**src/rtl/l2_tag_sram_ctrl_if.sv**
```systemverilog
// Bundle of lookup, fill, flush and SRAM-macro signals for the L2 tag controller.
// slave = controller view, master = requester/macro view.
interface l2_tag_sram_ctrl_if #(
    parameter int DATA_WIDTH = 19,
    parameter int ADDR_WIDTH = 7
);
    logic                  rd0_valid;
    logic [ADDR_WIDTH-1:0] rd0_addr;
    logic                  rd0_ready;
    logic                  rd1_valid;
    logic [ADDR_WIDTH-1:0] rd1_addr;
    logic                  rd1_ready;
    logic                  rsp_valid;
    logic                  rsp_id;
    logic [DATA_WIDTH-1:0] rsp_data;
    logic                  wr_valid;
    logic [ADDR_WIDTH-1:0] wr_addr;
    logic [DATA_WIDTH-1:0] wr_data;
    logic                  wr_ready;
    logic                  flush_req;
    logic                  busy;
    logic                  sram_csb0;
    logic [ADDR_WIDTH-1:0] sram_addr0;
    logic [DATA_WIDTH-1:0] sram_din0;
    logic                  sram_csb1;
    logic [ADDR_WIDTH-1:0] sram_addr1;
    logic [DATA_WIDTH-1:0] sram_dout1;

    modport slave (
        input  rd0_valid, rd0_addr, rd1_valid, rd1_addr,
        input  wr_valid, wr_addr, wr_data, flush_req, sram_dout1,
        output rd0_ready, rd1_ready, rsp_valid, rsp_id, rsp_data,
        output wr_ready, busy, sram_csb0, sram_addr0, sram_din0,
        output sram_csb1, sram_addr1
    );

    modport master (
        output rd0_valid, rd0_addr, rd1_valid, rd1_addr,
        output wr_valid, wr_addr, wr_data, flush_req, sram_dout1,
        input  rd0_ready, rd1_ready, rsp_valid, rsp_id, rsp_data,
        input  wr_ready, busy, sram_csb0, sram_addr0, sram_din0,
        input  sram_csb1, sram_addr1
    );
endinterface

```
**src/rtl/l2_tag_sram_ctrl.sv**
```systemverilog
// L2 tag SRAM controller: post-reset/flush clear sweep, round-robin lookup
// arbitration onto the read port, fill pass-through and same-address bypass.
module l2_tag_sram_ctrl #(
    parameter int DATA_WIDTH = 19,
    parameter int ADDR_WIDTH = 7,
    parameter int RAM_DEPTH  = 1 << ADDR_WIDTH
) (
    input logic               clk,
    input logic               rst,
    l2_tag_sram_ctrl_if.slave bus
);
    typedef enum logic {CLEAR, RUN} state_e;

    localparam logic [ADDR_WIDTH:0] CLEAR_LAST = (ADDR_WIDTH + 1)'(RAM_DEPTH - 1);

    state_e                state_q, state_d;
    logic [ADDR_WIDTH:0]   clear_ptr_q, clear_ptr_d;
    logic                  rr_last_q, rr_last_d;
    logic                  rsp_valid_q, rsp_valid_d;
    logic                  rsp_id_q, rsp_id_d;
    logic [DATA_WIDTH-1:0] rsp_data_q, rsp_data_d;

    logic                  grant;
    logic                  gid;
    logic [ADDR_WIDTH-1:0] gaddr;
    logic                  collide;

    always_comb begin
        state_d     = state_q;
        clear_ptr_d = clear_ptr_q;
        rr_last_d   = rr_last_q;
        rsp_valid_d = 1'b0;
        rsp_id_d    = rsp_id_q;
        rsp_data_d  = rsp_data_q;

        bus.rd0_ready  = 1'b0;
        bus.rd1_ready  = 1'b0;
        bus.wr_ready   = 1'b0;
        bus.busy       = rst;
        bus.sram_csb0  = 1'b1;
        bus.sram_addr0 = '0;
        bus.sram_din0  = '0;
        bus.sram_csb1  = 1'b1;
        bus.sram_addr1 = '0;

        grant   = 1'b0;
        gid     = 1'b0;
        gaddr   = '0;
        collide = 1'b0;

        // Macro ports stay deselected while reset is held.
        if (!rst) begin
            unique case (state_q)
                CLEAR: begin
                    bus.busy       = 1'b1;
                    bus.sram_csb0  = 1'b0;
                    bus.sram_addr0 = clear_ptr_q[ADDR_WIDTH-1:0];
                    if (clear_ptr_q == CLEAR_LAST) begin
                        clear_ptr_d = '0;
                        state_d     = RUN;
                    end else begin
                        clear_ptr_d = clear_ptr_q + 1'b1;
                    end
                end
                RUN: begin
                    bus.wr_ready = 1'b1;
                    if (bus.wr_valid) begin
                        bus.sram_csb0  = 1'b0;
                        bus.sram_addr0 = bus.wr_addr;
                        bus.sram_din0  = bus.wr_data;
                    end

                    if (bus.rd0_valid && bus.rd1_valid) begin
                        grant     = 1'b1;
                        gid       = ~rr_last_q;
                        rr_last_d = ~rr_last_q;
                    end else if (bus.rd0_valid) begin
                        grant = 1'b1;
                        gid   = 1'b0;
                    end else if (bus.rd1_valid) begin
                        grant = 1'b1;
                        gid   = 1'b1;
                    end
                    gaddr = gid ? bus.rd1_addr : bus.rd0_addr;

                    if (grant) begin
                        collide        = bus.wr_valid && (bus.wr_addr == gaddr);
                        bus.rd0_ready  = ~gid;
                        bus.rd1_ready  = gid;
                        bus.sram_csb1  = collide;
                        bus.sram_addr1 = gaddr;
                        rsp_valid_d    = 1'b1;
                        rsp_id_d       = gid;
                        // A colliding read returns the data being written instead of the macro.
                        rsp_data_d     = collide ? bus.wr_data : bus.sram_dout1;
                    end

                    if (bus.flush_req) begin
                        state_d     = CLEAR;
                        clear_ptr_d = '0;
                    end
                end
                default: state_d = CLEAR;
            endcase
        end
    end

    always_ff @(posedge clk) begin
        if (rst) begin
            state_q     <= CLEAR;
            clear_ptr_q <= '0;
            rr_last_q   <= 1'b1;
            rsp_valid_q <= 1'b0;
            rsp_id_q    <= 1'b0;
            rsp_data_q  <= '0;
        end else begin
            state_q     <= state_d;
            clear_ptr_q <= clear_ptr_d;
            rr_last_q   <= rr_last_d;
            rsp_valid_q <= rsp_valid_d;
            rsp_id_q    <= rsp_id_d;
            rsp_data_q  <= rsp_data_d;
        end
    end

    assign bus.rsp_valid = rsp_valid_q;
    assign bus.rsp_id    = rsp_id_q;
    assign bus.rsp_data  = rsp_data_q;
endmodule

```
**src/flat_wrapper.sv**
```systemverilog
// flat-port wrapper written by rule: the top's interface ports become plain ports
module l2_tag_sram_ctrl_flat 
#(
    parameter int DATA_WIDTH = 19,
    parameter int ADDR_WIDTH = 7,
    parameter int RAM_DEPTH  = 1 << ADDR_WIDTH
)
  (clk, rst, bus_rd0_valid, bus_rd0_addr, bus_rd1_valid, bus_rd1_addr, bus_wr_valid, bus_wr_addr, bus_wr_data, bus_flush_req, bus_sram_dout1, bus_rd0_ready, bus_rd1_ready, bus_rsp_valid, bus_rsp_id, bus_rsp_data, bus_wr_ready, bus_busy, bus_sram_csb0, bus_sram_addr0, bus_sram_din0, bus_sram_csb1, bus_sram_addr1);
  l2_tag_sram_ctrl_if #(.DATA_WIDTH(DATA_WIDTH), .ADDR_WIDTH(ADDR_WIDTH)) bus_i ();
  input logic clk;
  input logic rst;
  input wire logic [$bits(bus_i.rd0_valid)-1:0] bus_rd0_valid;
  input wire logic [$bits(bus_i.rd0_addr)-1:0] bus_rd0_addr;
  input wire logic [$bits(bus_i.rd1_valid)-1:0] bus_rd1_valid;
  input wire logic [$bits(bus_i.rd1_addr)-1:0] bus_rd1_addr;
  input wire logic [$bits(bus_i.wr_valid)-1:0] bus_wr_valid;
  input wire logic [$bits(bus_i.wr_addr)-1:0] bus_wr_addr;
  input wire logic [$bits(bus_i.wr_data)-1:0] bus_wr_data;
  input wire logic [$bits(bus_i.flush_req)-1:0] bus_flush_req;
  input wire logic [$bits(bus_i.sram_dout1)-1:0] bus_sram_dout1;
  output wire logic [$bits(bus_i.rd0_ready)-1:0] bus_rd0_ready;
  output wire logic [$bits(bus_i.rd1_ready)-1:0] bus_rd1_ready;
  output wire logic [$bits(bus_i.rsp_valid)-1:0] bus_rsp_valid;
  output wire logic [$bits(bus_i.rsp_id)-1:0] bus_rsp_id;
  output wire logic [$bits(bus_i.rsp_data)-1:0] bus_rsp_data;
  output wire logic [$bits(bus_i.wr_ready)-1:0] bus_wr_ready;
  output wire logic [$bits(bus_i.busy)-1:0] bus_busy;
  output wire logic [$bits(bus_i.sram_csb0)-1:0] bus_sram_csb0;
  output wire logic [$bits(bus_i.sram_addr0)-1:0] bus_sram_addr0;
  output wire logic [$bits(bus_i.sram_din0)-1:0] bus_sram_din0;
  output wire logic [$bits(bus_i.sram_csb1)-1:0] bus_sram_csb1;
  output wire logic [$bits(bus_i.sram_addr1)-1:0] bus_sram_addr1;
  assign bus_i.rd0_valid = bus_rd0_valid;
  assign bus_i.rd0_addr = bus_rd0_addr;
  assign bus_i.rd1_valid = bus_rd1_valid;
  assign bus_i.rd1_addr = bus_rd1_addr;
  assign bus_i.wr_valid = bus_wr_valid;
  assign bus_i.wr_addr = bus_wr_addr;
  assign bus_i.wr_data = bus_wr_data;
  assign bus_i.flush_req = bus_flush_req;
  assign bus_i.sram_dout1 = bus_sram_dout1;
  assign bus_rd0_ready = bus_i.rd0_ready;
  assign bus_rd1_ready = bus_i.rd1_ready;
  assign bus_rsp_valid = bus_i.rsp_valid;
  assign bus_rsp_id = bus_i.rsp_id;
  assign bus_rsp_data = bus_i.rsp_data;
  assign bus_wr_ready = bus_i.wr_ready;
  assign bus_busy = bus_i.busy;
  assign bus_sram_csb0 = bus_i.sram_csb0;
  assign bus_sram_addr0 = bus_i.sram_addr0;
  assign bus_sram_din0 = bus_i.sram_din0;
  assign bus_sram_csb1 = bus_i.sram_csb1;
  assign bus_sram_addr1 = bus_i.sram_addr1;
  l2_tag_sram_ctrl #(.DATA_WIDTH(DATA_WIDTH), .ADDR_WIDTH(ADDR_WIDTH), .RAM_DEPTH(RAM_DEPTH)) u_core (.clk(clk), .rst(rst), .bus(bus_i));
endmodule
```
**config.mk**
```make
export PLATFORM = sky130hd
export DESIGN_NAME = l2_tag_sram_ctrl_flat
export DESIGN_NICKNAME = d
export VERILOG_FILES = /design/src/rtl/l2_tag_sram_ctrl_if.sv /design/src/rtl/l2_tag_sram_ctrl.sv /design/src/flat_wrapper.sv
export SDC_FILE = /design/constraint.sdc
export NUM_CORES = 1
export LEC_CHECK = 0
export ABC_CLOCK_PERIOD_IN_PS = 2300
export CAP_MARGIN = 20
export CELL_PAD_IN_SITES_DETAIL_PLACEMENT = 0
export CELL_PAD_IN_SITES_GLOBAL_PLACEMENT = 1
export CORE_MARGIN = 5
export CORE_UTILIZATION = 28
export CTS_CLUSTER_SIZE = 40
export DETAILED_ROUTE_END_ITERATION = 10
export PLACE_DENSITY = 0.8
export SYNTH_ARGS = -nofsm -noshare
export SYNTH_HDL_FRONTEND = slang
export SYNTH_SLANG_ARGS = --single-unit
```
**constraint.sdc**
```tcl
create_clock -name clk -period 2.3 [get_ports clk]
set_clock_uncertainty 0.1 [all_clocks]
set_input_delay 0.46 -clock clk [delete_from_list [all_inputs] [get_ports clk]]
set_output_delay 0.46 -clock clk [all_outputs]
set_load 0.05 [all_outputs]
```
; Word level (Yosys, flattened, before mapping)
; Cells that the tools add are included.
; Widths: inputs -> output; s select.
[word_totals]
ff_bits = 31
latch_bits = 0
mem_bits_rw = 0
romBits = 0
input_bits = 65
wordCells = 61
mem_count = 0
[classes]
add_sub_neg = 1
mul = 0
div = 0
order_cmp = 0
n_eq_ne = 3
n_shift = 0
mux = 43
bitwise = 3
n_reduce_logical = 5
[op_table]
columns = operator, n
row1 = $mux 19, 4
row2 = $mux 7, 6
row3 = $mux 1, 27
row4 = $mux 8, 2
row5 = $pmux 8 s2, 1
row6 = $pmux 7 s2, 1
row7 = $add 8x1->8 const B, 1
row8 = $eq 8x7->1 const B, 1
row9 = $eq 7x7->1, 1
row10 = $pmux 1 s2, 2
row11 = $reduce_and 2->1, 2
row12 = $not 1->1, 3
row13 = $logic_and 1x1->1, 2
row14 = $ne 2x2->1 const B, 1
row15 = $reduce_or 2->1, 1

; Logic depth before layout (Yosys ltp)
; Gate-level depths: netlist (run 1).
[logic_depth]
word_depth = 11
depth_mapped = 9
ltp_nobuf = 6

; Worst setup path before layout (run 1)
; Ideal clock, no wire load.
[synth_path]
kind = input -> output
startpoint = input port rst
endpoint = output port bus_rd1_ready
arrival_ns = 2.681
required_time_ns = 1.740
slack_ns = -0.941
path_stages = 6
n_path_buf = 3
cell_sequence = clkbuf_1 -> nor2b_1 -> clkbuf_1 -> clkbuf_1 -> inv_1 -> nor2_1
[synth_between]
elab_chain_cells = 1
[synth_rtl]
columns = item, line
row1 = "start, declared", flat_wrapper.sv:11  ; input logic rst;
row2 = $mux 1, l2_tag_sram_ctrl.sv:52  ; if (!rst) begin
row3 = "end, declared", flat_wrapper.sv:22  ; output wire logic [$bits(bus_i.rd1_ready)-1:0] bus_rd1_ready;
; Every way passes these cells.

; Final worst setup path (run 1)
[layout_path]
startpoint = input port bus_wr_addr[0]
endpoint = output port bus_sram_csb1
[layout_between]
elab_chain_cells = 5
[layout_rtl]
columns = item, line
row1 = "start, declared", flat_wrapper.sv:17  ; input wire logic [$bits(bus_i.wr_addr)-1:0] bus_wr_addr;
row2 = $eq 7x7->1, l2_tag_sram_ctrl.sv:87  ; collide = bus.wr_valid && (bus.wr_addr == gaddr);
row3 = $logic_and 1x1->1, l2_tag_sram_ctrl.sv:87
row4 = $mux 1, l2_tag_sram_ctrl.sv:86  ; if (grant) begin
row5 = $mux 1, l2_tag_sram_ctrl.sv:53  ; unique case (state_q)
row6 = $mux 1, l2_tag_sram_ctrl.sv:52
row7 = "end, declared", flat_wrapper.sv:31  ; output wire logic [$bits(bus_i.sram_csb1)-1:0] bus_sram_csb1;
; Every way passes these cells.

==> summary.txt, run 1 <==
final worst slack = -52.6 ps
gr ovfl total = 0
Min-Delay Endpoint = u_core.bus.rsp_data[4]$_SDFFE_PP0P_
Pwr per Cell Area = 305 nW/um^2
Synth Register Bits = 31
post-synthesis adder-cell area fraction = 0.494%
CP max FO = 2
worst-margin pin slew = 537 ps
Final Hold Fails = 0
status = finished, violations left
first-pass GRT wire length = 16.5 mm
total global-route track usage = 17.8%
Finished Layout Cells = 596
mux contribution to synthesized area = 3.16%
failing checks = setup timing
Main synth FF type = dfxtp_1
post-route DRC violation count = 0
Final nets = 552
hold path startpoint = u_core.bus.rsp_data[4]$_SDFFE_PP0P_
vias = 3262
worst skew pair latency = 280 ps
Distinct cells, synth = 46
Via-to-Cell Ratio = 5.47
# IOs = 125
final WL = 10.2 mm
CTS tree = done
CORE AREA = 8760 sq um
Critical Path Source Type = primary input
Placed Cells = 584
worst reg2reg path depth = 6
FF-to-FF End = u_core.bus.rsp_data[5]$_SDFFE_PP0P_
setup slack, reg-to-reg = 300 ps
IO buf count = 124
asr flop ratio synth = 0%
simple logic cell fraction of the synthesized area = 33.2%
worst rel slew slack = 64.1%
Ys Warns = 0
DR iter-0 viols = 135
vias in the first global route = 3212
fillers = 788
Leakage = 1.77 nW
TritonCTS buffer count = 5
Pins Over Slew Limit = 0
post-synthesis sequential area ratio = 24.5%
Syn Nets = 420
die height = 105 um
Sink Count = 31
Reg-to-Reg Start = u_core.rr_last_q$_SDFFE_PP1P_
hold slack final = 381 ps
Root Buffer Master = clkbuf_8
Final Critical Period = 2350 ps
crit end category = output port
initial antenna violation count = 1
Worst Hold Class = flop to flop
1st-pass router iterations = 4
gate count of the mapped netlist = 354
main combinational cell family by area after synthesis = simple AND/OR/NAND/NOR gates
worst path arrival time = 1790 ps
layout cell share with drive strength beyond 1 = 30.2%
Final TNS setup = -52.6 ps
Starting Density = 28.9%
Max Clk Rate = 425 MHz
RSZ-0062 raised after global routing = yes
Final ANT Viol Nets = 0
WL/cell = 17.1 um
Synth Area in Compound Gates = 27.7%
CTS max path bufs = 2
GPL Wtd Cong = 0.860
Avg Cell Area, Syn = 7.15 sq um
fin util = 54.2%
largest net degree at the start of global routing = 39
Max VDD drop = 223 uV
Worst-path clk slew = 70 ps
final setup vio count = 1
Area growth syn-to-layout = 87.5%
critical path class = primary input to output port
Synth Cell Area = 2530 sq um
Post-synth EDFFs = 0
hpwl dp = 7.58 mm
Synth Area in XOR/XNOR = 2.42%
total die area = 11000 sq um
H-tree depth = 2
Row Count = 34
chip width = 105 um
Tcrit/Tclk final = 102%
CP required = 1740 ps
Hold Path Depth = 2
# Max-Cap Violations = 0
==> cells in the mapped netlist, drive strengths merged (6+ instances only) <==
| cell | instances | area share, % |
|---|---|---|
| nand3 | 44 | 8.7 |
| inv | 6 | 0.89 |
| mux2i | 8 | 3.2 |
| dfxtp | 31 | 25 |
| buf | 17 | 4.2 |
| a21oi | 34 | 6.9 |
| nor2 | 22 | 3.3 |
| nand2b | 7 | 1.7 |
| nand2 | 38 | 5.6 |
| o21ai | 6 | 1.2 |
| a31o | 19 | 6.6 |
| a32oi | 19 | 6.6 |
| nand4 | 20 | 4.9 |
| and3 | 20 | 4.9 |
| clkbuf | 24 | 3.6 |
==> metrics by stage <==
step / power, mW / setup WS, ps / instance area (sq um)
6_report: 1.45 / -52.6 / 4750
4_1_cts: 1.45 / -60.9 / 4650
3_3_place_gp: 0.944 / -432 / 4470
3_5_place_dp: 0.947 / -459 / 4470
5_1_grt: 1.51 / -180 / 4750
2_1_floorplan: 0.727 / -114 / 2590
==> where the power goes <==
part	switching [mW]	internal [mW]	leakage (nW)
Sequential	0.00642	0.541	0.250
Combinational	0.215	0.190	1.47
Clock	0.222	0.272	0.0505
==> routing by layer <==
metal  GRT usage (%)  vias up  share of wire (%)
li1                -     1583                  -
met1            21.9     1537                 41
met2            30.6      122                 51
met3            3.51       20                5.8
met4            6.48        0                2.6
met5               0        -                  0
==> cells in the final DEF, fill, tap and decap left out, types with 3 or more instances in the layout <==
cell and instances:
a21oi_1 25, a21oi_2 3, a21oi_4 6, a22oi_1 3, a31o_1 6, a31o_2 13
a32oi_1 19, and2_1 3, and3_1 18, buf_12 40, buf_2 3, buf_4 37
buf_6 3, clkbuf_8 7, clkdlybuf4s50_1 67, dfxtp_1 30, dlygate4sd2_1 12, inv_1 3
mux2i_1 8, nand2_1 37, nand2b_1 7, nand3_1 43, nand4_1 20, nor2_1 14
nor2_2 5, nor2_4 3, o21ai_0 5, xnor2_1 4
==> worst max-delay path, cell delays in order <==
cell	delay (ps)
buf_8	100
xor2_2	170
or4_4	530
o311ai_4	90
nand3_2	130
o21ai_4	160
buf_12	150
==> repair_timing <==
item                                    in CTS  in global routing
endpoints found under the setup margin      43                 31
setup buffers                                3                  0
resized for setup                           52                 20
hold buffers                                 0                  0
pin swaps                                   11                  2
==> how the worst max path moves through the flow <==
stage	endpoint	start	slack, ps
3_5_place_dp	bus_sram_csb1	bus_rd0_valid	-460
2_1_floorplan	bus_sram_addr1[0]	rst	-110
3_3_place_gp	bus_sram_csb1	bus_rd0_valid	-430
6_report	bus_sram_csb1	bus_wr_addr[0]	-50
4_1_cts	bus_sram_csb1	bus_wr_addr[0]	-60
5_1_grt	bus_sram_csb1	u_core.rr_last_q$_SDFFE_PP1P_	-180
==> final cells by class <==
cell class / instances / area (sq um) / share of cell area [%]
Antenna cell: 1 / 2.50 / 0.0527
Clock buffer: 7 / 96.3 / 2.03
Sequential cell: 31 / 622 / 13.1
Timing Repair Buffer: 166 / 1960 / 41.2
Multi-Input combinational cell: 276 / 1900 / 40.1
Tap cell: 108 / 135 / 2.85
Inverter: 6 / 26.3 / 0.553
Clock inverter: 1 / 7.51 / 0.158
==> registers in the layout (all words and copies together) (netlist names) <==
register and flops:
u_core.state_q 1, u_core.bus.rsp_data 19, u_core.bus.rsp_valid 1, u_core.clear_ptr_q 8
u_core.rr_last_q 1, u_core.bus.rsp_id 1
==> cell families after synthesis <==
family,after synthesis
xor gates and xnor gates,7
muxes,8
buffers and inverters,47
AOI/OAI and AO/OA,95
and+or+nand+nor,165
adders and majority gates,1
DFF,31
No activity file was read; power rests on OpenSTA's default activity.
==> inputs of run 2 (changes only) <==
--- a/config.mk
+++ b/config.mk
@@ -7,13 +7,12 @@
 export LEC_CHECK = 0
 export ABC_CLOCK_PERIOD_IN_PS = 2300
 export CAP_MARGIN = 20
-export CELL_PAD_IN_SITES_DETAIL_PLACEMENT = 0
-export CELL_PAD_IN_SITES_GLOBAL_PLACEMENT = 1
 export CORE_MARGIN = 5
-export CORE_UTILIZATION = 28
+export CORE_UTILIZATION = 41
+export CTS_CLUSTER_DIAMETER = 30
 export CTS_CLUSTER_SIZE = 40
 export DETAILED_ROUTE_END_ITERATION = 10
-export PLACE_DENSITY = 0.8
+export PLACE_DENSITY = 0.79
 export SYNTH_ARGS = -nofsm -noshare
 export SYNTH_HDL_FRONTEND = slang
 export SYNTH_SLANG_ARGS = --single-unit
==> run 2 against run 1 <==
The flow still finishes with violations (setup timing). First-iteration DRC count is 49% higher. Wire length up 0.56%. Die area down 29%. Cell count decreased by 4.9%. Register-to-register slack worse by 90 ps. Sequential share of layout area increased by 0.22 points.
==> summary.txt, run 2 (synthesis results as in run 1) <==
Root Buffer Master = clkbuf_8 (unchanged)
RSZ-0062 raised after global routing = yes (unchanged)
Final nets = 556 (was 552)
# Max-Cap Violations = 0 (unchanged)
Post-CTS Hold Buffers = 0 (unchanged)
CORE AREA = 5960 sq um (was 8760 sq um)
Critical Path Source Type = flop (was primary input)
most frequent cells in the layout = 67 x clkdlybuf4s50_1, 43 x nand3_1, 41 x buf_4, 40 x buf_12, 37 x nand2_1 (was 67 x clkdlybuf4s50_1, 43 x nand3_1, 40 x buf_12, 37 x nand2_1, 37 x buf_4)
vias = 3327 (was 3262)
total die area = 7850 sq um (was 11000 sq um)
Max VDD drop = 345 uV (was 223 uV)
final setup vio count = 1 (unchanged)
Pins Over Slew Limit = 0 (unchanged)
Final Hold Fails = 0 (unchanged)
fillers = 432 (was 788)
Leakage = 1.80 nW (was 1.77 nW)
failing checks = setup timing (unchanged)
DR iter-0 viols = 201 (was 135)
worst setup path startpoint = u_core.rr_last_q$_SDFFE_PP1P_ (was bus_wr_addr[0])
Area growth syn-to-layout = 85.2% (was 87.5%)
worst skew pair latency = 290 ps (was 280 ps)
CTS tree = done (unchanged)
final worst slack = -81.9 ps (was -52.6 ps)
Max Clk Rate = 420 MHz (was 425 MHz)
critical path class = flop to output port (was primary input to output port)
setup slack, reg-to-reg = 210 ps (was 300 ps)
Final ANT Viol Nets = 0 (unchanged)
final WL = 10.3 mm (was 10.2 mm)
worst setup path endpoint = bus_sram_csb1 (unchanged)
Tcrit/Tclk final = 104% (was 102%)
hpwl dp = 7.48 mm (was 7.58 mm)
CP required = 1740 ps (about the same)
worst-margin pin slew = 530 ps (was 537 ps)
Final Critical Period = 2380 ps (was 2350 ps)
final instance area = 4690 sq um (was 4750 sq um)
GPL Wtd Cong = 0.923 (was 0.860)
CTS max path bufs = 2 (unchanged)
chip width = 88.6 um (was 105 um)
Via-to-Cell Ratio = 5.87 (was 5.47)
1st-pass router iterations = 7 (was 4)
Final Power = 1.46 mW (was 1.45 mW)
layout cell share with drive strength beyond 1 = 30.8% (was 30.2%)
status = finished, violations left (unchanged)
gr ovfl total = 0 (unchanged)
vias in the first global route = 3282 (was 3212)
commonest non-fill, non-tap cell in the layout = clkdlybuf4s50_1 (unchanged)
largest net degree at the start of global routing = 40 (was 39)
total global-route track usage = 25.9% (was 17.8%)
WL/cell = 18.1 um (was 17.1 um)
CP max FO = 6 (was 2)
Row Count = 28 (was 34)
worst reg2reg path depth = 7 (was 6)
worst path arrival time = 1820 ps (was 1790 ps)
initial antenna violation count = 1 (unchanged)
post-route DRC violation count = 0 (unchanged)
FF-to-FF End = u_core.bus.rsp_data[17]$_SDFFE_PP0P_ (was u_core.bus.rsp_data[5]$_SDFFE_PP0P_)
Starting Density = 42.5% (was 28.9%)
# IOs = 125 (unchanged)
Pwr per Cell Area = 311 nW/um^2 (was 305 nW/um^2)
Reg-to-Reg Start = u_core.rr_last_q$_SDFFE_PP1P_ (unchanged)
Worst Hold Class = flop to flop (unchanged)
max reg flops = 19 (unchanged)
TritonCTS buffer count = 5 (unchanged)
Worst-path clk slew = 80 ps (was 70 ps)
die height = 88.6 um (was 105 um)
IO buf count = 124 (unchanged)
worst rel slew slack = 64.6% (was 64.1%)
crit end category = output port (unchanged)
H-tree depth = 2 (unchanged)
first-pass GRT wire length = 16.0 mm (was 16.5 mm)
Sink Count = 31 (unchanged)
Placed Area = 4440 sq um (was 4470 sq um)
==> run 2: changes by cell type in the layout (fill, tap and decap cells not counted), sizes merged <==
cell and delta:
buf +2, clkdlybuf4s15 +1, dlygate4sd2 +1
==> run 2: worst max-delay path, stage by stage (launching register included) <==
cell and delay [ps]:
dfxtp_4 370, a21boi_4 270, mux2i_2 280, or2_1 180, nand3_2 100, o21ai_4 160
buf_12 150
==> run 2: cell type report <==
cell class,count,area [sq um],share of cell area (%)
Timing Repair Buffer,170,1980,42.3
Tap cell,75,93.8,2.00
Sequential cell,31,624,13.3
Multi-Input combinational cell,276,1860,39.6
Antenna cell,1,2.50,0.0534
Clock buffer,7,96.3,2.05
Clock inverter,1,7.51,0.160
Inverter,6,26.3,0.560
==> run 2: through the flow <==
stage / hold slack (ps) / setup slack, ps / cells / TNS, ps / util, %
2_1_floorplan: 358 / -114 / 354 / -1120 / -
3_3_place_gp: 364 / -439 / 552 / -7440 / 74.6
3_5_place_dp: 366 / -473 / 552 / -8720 / 74.6
4_1_cts: 385 / -48.5 / 562 / -51.1 / 77.8
5_1_grt: 414 / -168 / 567 / -168 / 78.7
6_report: 386 / -81.9 / 567 / -81.9 / 78.7
==> run 2: worst min path at each step <==
stage | slack, ps | depth (start not counted) | endpoint | start
2_1_floorplan | 360 | 2 | u_core.clear_ptr_q[7]$_SDFFE_PP0P_ | u_core.clear_ptr_q[7]$_SDFFE_PP0P_
3_3_place_gp | 360 | 2 | u_core.bus.rsp_data[1]$_SDFFE_PP0P_ | u_core.bus.rsp_data[1]$_SDFFE_PP0P_
3_5_place_dp | 370 | 2 | u_core.bus.rsp_data[7]$_SDFFE_PP0P_ | u_core.bus.rsp_data[7]$_SDFFE_PP0P_
4_1_cts | 380 | 2 | u_core.bus.rsp_data[7]$_SDFFE_PP0P_ | u_core.bus.rsp_data[7]$_SDFFE_PP0P_
5_1_grt | 410 | 2 | u_core.bus.rsp_data[1]$_SDFFE_PP0P_ | u_core.bus.rsp_data[1]$_SDFFE_PP0P_
6_report | 390 | 2 | u_core.bus.rsp_data[7]$_SDFFE_PP0P_ | u_core.bus.rsp_data[7]$_SDFFE_PP0P_
==> run 2: report_power, final <==
| group | switching, mW | leakage [nW] | internal [mW] |
|---|---|---|---|
| logic | 0.213 | 1.50 | 0.197 |
| registers | 0.00672 | 0.250 | 0.540 |
| clock network | 0.231 | 0.0505 | 0.272 |
| total | 0.451 | 1.80 | 1.01 |
==> run 2: layer usage <==
metal	global-route usage [%]	part of all wire, %	up-vias	wire length [um]
met5	0	0	-	0
met1	29.6	39	1564	3960
met2	46.8	51	148	5250
met3	6.05	7.7	23	790
met4	9.20	2.4	0	251
li1	-	-	1592	-
==> run 2: what timing repair did <==
item / in CTS / in global routing
setup buffers: 2 / 4
endpoints found under the setup margin: 36 / 30
pin swaps: 8 / 2
gates resized for setup: 51 / 6
